[src/rtl/tcpc_pkg.sv]
// tcpc_pkg: definitions shared by the TCPC register arbiter and its round-robin
// sub-arbiter.
//   tcpc_state_t     : arbiter FSM states (IDLE, ISSUE, DONE)
//   REQ_H / REQ_E    : requester IDs (host I2C slave / PD protocol engine)
//   RO_LIMIT_DEFAULT : first writable address for the host
//   TIMEOUT_DEFAULT  : ISSUE cycles without a bank ACK before aborting
//   TIMEOUT_RD_DATA  : read data returned for a read that timed out
package tcpc_pkg;

    typedef enum logic [1:0] {
        IDLE  = 2'd0,
        ISSUE = 2'd1,
        DONE  = 2'd2
    } tcpc_state_t;

    localparam logic       REQ_H            = 1'b0;
    localparam logic       REQ_E            = 1'b1;
    localparam logic [7:0] RO_LIMIT_DEFAULT = 8'h10;
    localparam int         TIMEOUT_DEFAULT  = 16;
    localparam logic [7:0] TIMEOUT_RD_DATA  = 8'hFF;

endpackage

[src/rtl/tcpc_rr_arb2.sv]
// tcpc_rr_arb2: two-input round-robin arbiter with a last-grant pointer.
//   clk, reset_n  : clock, asynchronous active-low reset
//   req_h, req_e  : request from host / engine
//   grant_en      : the pointer follows the winner only when this is high
//   grant_valid   : at least one request is pending (combinational)
//   grant_id      : winning requester ID (combinational)
// On a tie the requester that was not granted last wins. The pointer resets to
// REQ_E so the first tie after reset goes to the host.
module tcpc_rr_arb2
    import tcpc_pkg::*;
(
    input  logic clk,
    input  logic reset_n,
    input  logic req_h,
    input  logic req_e,
    input  logic grant_en,
    output logic grant_valid,
    output logic grant_id
);

    logic last_id;

    always_comb begin
        grant_valid = req_h | req_e;
        grant_id    = REQ_H;
        if (req_h && req_e) begin
            grant_id = (last_id == REQ_H) ? REQ_E : REQ_H;
        end else if (req_e) begin
            grant_id = REQ_E;
        end
    end

    always_ff @(posedge clk or negedge reset_n) begin
        if (!reset_n) begin
            last_id <= REQ_E;
        end else if (grant_en && grant_valid) begin
            last_id <= grant_id;
        end
    end

endmodule

[src/rtl/tcpc_reg_arbiter.sv]
// tcpc_reg_arbiter: shares the single-port TCPC register bank between the host
// I2C slave (h_*) and the PD protocol engine (e_*).
//   clk, reset_n                     : clock, asynchronous active-low reset
//   h_/e_req, _addr, _rnw, _wr_data  : requester transaction inputs
//   h_/e_rd_data, _ack, _err         : requester completion outputs
//   bank_req, bank_addr, bank_rnw,
//   bank_wr_data                     : request to the register bank
//   bank_rd_data, bank_ack           : bank completion
//   busy                             : state is not IDLE
//   state_dbg                        : current FSM state
//
// Handshake: a requester raises req with addr/rnw/wr_data stable and holds it
// until it sees a one-cycle ack; err qualifies that ack (1 = rejected RO write
// or bank timeout) and rd_data is valid only in the ack cycle. Towards the
// bank, bank_req stays high with a stable command until bank_ack is sampled or
// the timeout expires; bank_ack outside ISSUE is ignored.
module tcpc_reg_arbiter
    import tcpc_pkg::*;
#(
    parameter int         TIMEOUT  = TIMEOUT_DEFAULT,
    parameter logic [7:0] RO_LIMIT = RO_LIMIT_DEFAULT
) (
    input  logic        clk,
    input  logic        reset_n,
    input  logic        h_req,
    input  logic [7:0]  h_addr,
    input  logic        h_rnw,
    input  logic [7:0]  h_wr_data,
    output logic [7:0]  h_rd_data,
    output logic        h_ack,
    output logic        h_err,
    input  logic        e_req,
    input  logic [7:0]  e_addr,
    input  logic        e_rnw,
    input  logic [7:0]  e_wr_data,
    output logic [7:0]  e_rd_data,
    output logic        e_ack,
    output logic        e_err,
    output logic        bank_req,
    output logic [7:0]  bank_addr,
    output logic        bank_rnw,
    output logic [7:0]  bank_wr_data,
    input  logic [7:0]  bank_rd_data,
    input  logic        bank_ack,
    output logic        busy,
    output tcpc_state_t state_dbg
);

    localparam logic [7:0] TMO_LAST = 8'(TIMEOUT - 1);

    tcpc_state_t state;
    logic        gnt_id;
    logic [7:0]  tmo_cnt;

    logic        grant_valid;
    logic        grant_id;
    logic [7:0]  sel_addr;
    logic        sel_rnw;
    logic [7:0]  sel_wr_data;
    logic        sel_reject;

    logic        issue_exit;
    logic        issue_err;
    logic [7:0]  issue_rd;

    tcpc_rr_arb2 u_arb (
        .clk         (clk),
        .reset_n     (reset_n),
        .req_h       (h_req),
        .req_e       (e_req),
        .grant_en    (state == IDLE),
        .grant_valid (grant_valid),
        .grant_id    (grant_id)
    );

    always_comb begin
        sel_addr    = (grant_id == REQ_H) ? h_addr    : e_addr;
        sel_rnw     = (grant_id == REQ_H) ? h_rnw     : e_rnw;
        sel_wr_data = (grant_id == REQ_H) ? h_wr_data : e_wr_data;
        // Only the host is fenced off the ID/capability region.
        sel_reject  = (grant_id == REQ_H) && !sel_rnw && (sel_addr < RO_LIMIT);
    end

    // How ISSUE ends: bank ACK wins over an expiring timeout in the same cycle.
    always_comb begin
        issue_exit = 1'b0;
        issue_err  = 1'b0;
        issue_rd   = 8'h00;
        if (state == ISSUE) begin
            if (bank_ack) begin
                issue_exit = 1'b1;
                issue_rd   = bank_rnw ? bank_rd_data : 8'h00;
            end else if (tmo_cnt == TMO_LAST) begin
                issue_exit = 1'b1;
                issue_err  = 1'b1;
                issue_rd   = bank_rnw ? TIMEOUT_RD_DATA : 8'h00;
            end
        end
    end

    always_ff @(posedge clk or negedge reset_n) begin
        if (!reset_n) begin
            state        <= IDLE;
            gnt_id       <= REQ_H;
            tmo_cnt      <= 8'd0;
            bank_req     <= 1'b0;
            bank_addr    <= 8'h00;
            bank_rnw     <= 1'b1;
            bank_wr_data <= 8'h00;
            busy         <= 1'b0;
            h_ack        <= 1'b0;
            h_err        <= 1'b0;
            h_rd_data    <= 8'h00;
            e_ack        <= 1'b0;
            e_err        <= 1'b0;
            e_rd_data    <= 8'h00;
        end else begin
            case (state)
                IDLE: begin
                    if (grant_valid) begin
                        gnt_id  <= grant_id;
                        busy    <= 1'b1;
                        tmo_cnt <= 8'd0;
                        if (sel_reject) begin
                            // Rejected without touching the bank.
                            state     <= DONE;
                            h_ack     <= 1'b1;
                            h_err     <= 1'b1;
                            h_rd_data <= 8'h00;
                        end else begin
                            state        <= ISSUE;
                            bank_req     <= 1'b1;
                            bank_addr    <= sel_addr;
                            bank_rnw     <= sel_rnw;
                            bank_wr_data <= sel_wr_data;
                        end
                    end
                end
                ISSUE: begin
                    if (issue_exit) begin
                        state    <= DONE;
                        bank_req <= 1'b0;
                        if (gnt_id == REQ_H) begin
                            h_ack     <= 1'b1;
                            h_err     <= issue_err;
                            h_rd_data <= issue_rd;
                        end else begin
                            e_ack     <= 1'b1;
                            e_err     <= issue_err;
                            e_rd_data <= issue_rd;
                        end
                    end else begin
                        tmo_cnt <= tmo_cnt + 8'd1;
                    end
                end
                DONE: begin
                    state     <= IDLE;
                    busy      <= 1'b0;
                    h_ack     <= 1'b0;
                    h_err     <= 1'b0;
                    h_rd_data <= 8'h00;
                    e_ack     <= 1'b0;
                    e_err     <= 1'b0;
                    e_rd_data <= 8'h00;
                end
                default: begin
                    state <= IDLE;
                    busy  <= 1'b0;
                end
            endcase
        end
    end

    assign state_dbg = state;

endmodule

[config.mk]
export PLATFORM = sky130hd
export DESIGN_NAME = tcpc_reg_arbiter
export DESIGN_NICKNAME = d
export VERILOG_FILES = /design/src/rtl/tcpc_pkg.sv /design/src/rtl/tcpc_rr_arb2.sv /design/src/rtl/tcpc_reg_arbiter.sv
export SDC_FILE = /design/constraint.sdc
export NUM_CORES = 1
export LEC_CHECK = 0
export BUFFER_PORTS_ARGS = -buffer_cell sky130_fd_sc_hd__buf_2
export CORE_MARGIN = 5
export CORE_UTILIZATION = 34
export DETAILED_ROUTE_END_ITERATION = 8
export PLACE_DENSITY = 0.63
export SLEW_MARGIN = 20
export SYNTH_ARGS = -nofsm -noshare
export SYNTH_HDL_FRONTEND = slang
export SYNTH_SLANG_ARGS = --single-unit
export TNS_END_PERCENT = 50
[constraint.sdc]
create_clock -name clk -period 2.75 [get_ports clk]
set_clock_uncertainty 0.15 [all_clocks]
set_input_delay 0.1375 -clock clk [delete_from_list [all_inputs] [get_ports clk]]
set_output_delay 0.1375 -clock clk [all_outputs]
set_load 0.02 [all_outputs]
==> run metrics <==
CTS sink count=51; hold path startpoint=e_wr_data[5]; post-synthesis sequential area ratio=51.7%; Synth Net Count=243; CP bufs+invs=0; post-CTS setup buffer count=0; htree depth=2; largest family of logic cells by synthesized area=compound AO/OA/AOI/OAI gates; Mean Syn Cell Area=between 10 and 15 um2; r2r startpoint=tmo_cnt[0]$_DFFE_PN0P_; critical path capture point type=flip-flop; final setup vio count=0; PwrDens=1070 nW/um2; post-route ant nets=0; Max Cap Viol=0; yosys warns=0; routed wl met2=2.83 mm; post-synthesis adder-cell area fraction=0.506%; post-synth cell types=41; post-synthesis async set-or-reset flop share=100%; drt pass-1 iters=4; Post-Synthesis Cells=195; floorplan die height=95.3 um; Routed wire per std cell=roughly 15 um; vias after detailed routing=1,948; worst-skew pair later-pin latency=300 ps; EDFF count, synth=0; main flop type after synthesis=dfrtp_1; CTS buffer count=5; Final Slew Violations=0; combinational share of power=47.1%; Ports=slightly below 90; Fin Hold WS=31.8 ps; hpwl dp=4.50 mm; synthesized flop and latch total=51; Die ar.=9070 um2; Worst-Margin Slew=853 ps; first-pass GRT wire length=9.74 mm; DR top layer=met4; Hold Vio Cnt, Final=0; switching power=0.00136 W; Pint=0.00205 W; switch share=39.8%; Rel. slew slack=a little over two fifths; delay-heaviest family, CP=compound AO/OA/AOI/OAI gates; vias in the first global route=2,018; Die Width=between 90 and 100 um; Layout area overhead=29.1%; CTS tree=yes; compound-cell area share of the yosys netlist=18.1%; HP Class=in2reg; Crit Path Max Fanout=9; Synth Area in XOR/XNOR=0%; Routability Congestion=0.802; site row count=31; outcome=finished, final reports clean; DR iter-0 viols=118; gr usage total=between 10 and 15%; total global routing overflow=0; WL met1=2.60 mm; CORE AREA=between 7000 and 8000 um2; Fmax=456 MHz; initial antenna violation count=0; simple-gate share of the synthesized area=9.62%; Root Buffer=clkbuf_8; CP Launch Type=flip-flop; Netlist Area Pre-Place=2470 um2; clock slew at reported path FFs=around 100 ps; Clock Power Share=16.1%; sequential share of power=between 30% and 40%; kind of critical path=reg2reg; worst vdd ir=0.428 mV; final cycle utilization of the critical path=79.8%; Slowest-stage cell, CP=a31oi_1; Critical Path RT=2850 ps; crit path DAT=~2300 ps; # diodes=0; CTS max path bufs=2; LEAKAGE=1.49 nW; layout cell share with drive strength beyond 1=51.0%; fin crit period=~2200 ps; final wirelength=5.91 mm; setup TNS=0 ps; met3 wire length=433 um; unrepaired setup endpoints after global routing=no; initial core utilization=34.4%; largest net degree at the start of global routing=28; port bufs=87; drt drc=0; nets=about 340; Vias/cell=4.98; mux share of post-synthesis cell area=17.5%; worst-path cell chain=ha_1, nand3_1, o21ai_2, a31oi_1, a2bb2o_1; slowest stage delay, CP=670 ps; Critical Path Source=tmo_cnt[0]$_DFFE_PN0P_
[per-layer routing]
metal  vias up  global-route usage [%]
li1        929                       -
met1       932                    18.2
met2        81                    22.2
met3         6                    3.47
met4         0                    3.00
met5         -                       0
[final cells by class]
type	instances	area [um2]
Clock buffer	6	82.6
Clock inverter	2	38.8
Fill cell	707	3990
Inverter	6	22.5
Multi-Input combinational cell	131	1130
Sequential cell	51	1280
Tap cell	99	124
Timing Repair Buffer	96	510
[worst paths after layout]
kind | to | slack (ps) | depth (start not counted)
setup / recovery | e_rd_data[1]$_DFFE_PN0P_ | 560 | 5
hold / removal | bank_wr_data[5]$_DFFE_PN0P_ | 30 | 3
setup reg to reg | e_rd_data[1]$_DFFE_PN0P_ | 560 | 5
hold reg to reg | busy$_DFFE_PN0P_ | 340 | 1
max in group asynchronous | bank_rnw$_DFFE_PN1P_ | 1430 | 3
min in group asynchronous | h_rd_data[6]$_DFFE_PN0P_ | 220 | 2
[state kept, by name, summed over array words and instances, names as in the netlist, 2 cells and up]
| signal | cells |
|---|---|
| e_rd_data | 8 |
| bank_addr | 8 |
| bank_wr_data | 8 |
| state_dbg | 2 |
| h_rd_data | 8 |
| tmo_cnt | 8 |
[stage by stage]
stage | setup slack (ps) | power [W] | area (um2) | std cells | util [%]
CTS | 543 | 0.00346 | 3190 | 391 | 44.5
detailed placement | 603 | 0.00289 | 3040 | 380 | 42.4
global placement | 661 | 0.00286 | 3040 | 380 | 42.4
finish | 556 | 0.00341 | 3190 | 391 | 44.5
global route | 360 | 0.00364 | 3190 | 391 | 44.5
floorplan | 716 | 0.00234 | 2470 | 195 | -
[what timing repair did]
action                                 CTS  global route
gates resized for setup                  0             0
endpoints found under the hold margin   27             0
hold buffers                             3             0
[power by group through the flow]
| stage | clock network, W | logic, W | registers [W] |
|---|---|---|---|
| floorplan | 0 | 0.000773 | 0.00157 |
| global placement | 0 | 0.00159 | 0.00127 |
| detailed placement | 0 | 0.00162 | 0.00127 |
| CTS | 0.000565 | 0.00163 | 0.00126 |
| global route | 0.000596 | 0.00175 | 0.00130 |
| finish | 0.000550 | 0.00161 | 0.00126 |
[worst register-to-register path, stage by stage (launching register included)]
cell and delay [ps]:
dfrtp_1 420, ha_1 230, nand3_1 280, o21ai_2 140, a31oi_1 670, a2bb2o_1 250
[placed cells by master (no fill, tap or decap), types with 2 or more instances in the layout]
cell / instances
a21o_1: 2
a21oi_1: 6
a31oi_1: 3
and2_1: 8
and3_1: 2
buf_2: 87
buf_4: 6
clkbuf_8: 6
dfrtp_1: 49
dfstp_2: 2
dlygate4sd3_1: 3
inv_1: 6
mux2_2: 25
mux2_4: 10
nand2_1: 5
nand3_1: 5
nor2_1: 5
o211ai_1: 2
o21ai_0: 14
o21ai_2: 2
o2bb2ai_1: 16
o31ai_1: 4
or3_1: 2
or4_1: 3
or4_4: 2
[Yosys cell counts (all sizes together), types with 2 or more instances]
master	count	share of area [%]
dfrtp	49	50
mux2	35	17
o21ai	16	3.5
o2bb2ai	16	5.7
and2	8	2.0
a21oi	6	1.2
inv	6	0.91
nor2	6	1.2
buf	5	1.3
nand2	5	0.76
nand3	5	1.0
or4	5	1.8
o31ai	4	1.2
a31oi	3	0.76
nor3	3	1.3
o211ai	3	1.1
a21o	2	0.61
and3	2	0.51
clkbuf	2	0.30
dfstp	2	2.1
o41ai	2	1.5
or3	2	0.51
[cell families (layout without fill, tap and decap cells)]
| family | count (synthesis) | count (layout) |
|---|---|---|
| and+or+nand+nor | 38 | 38 |
| AOI/OAI and AO/OA | 57 | 57 |
| DFF | 51 | 51 |
| muxes | 35 | 35 |
| adders and majority gates | 1 | 1 |
| buffers and inverters | 13 | 110 |
No activity file was read; power rests on OpenSTA's default activity.
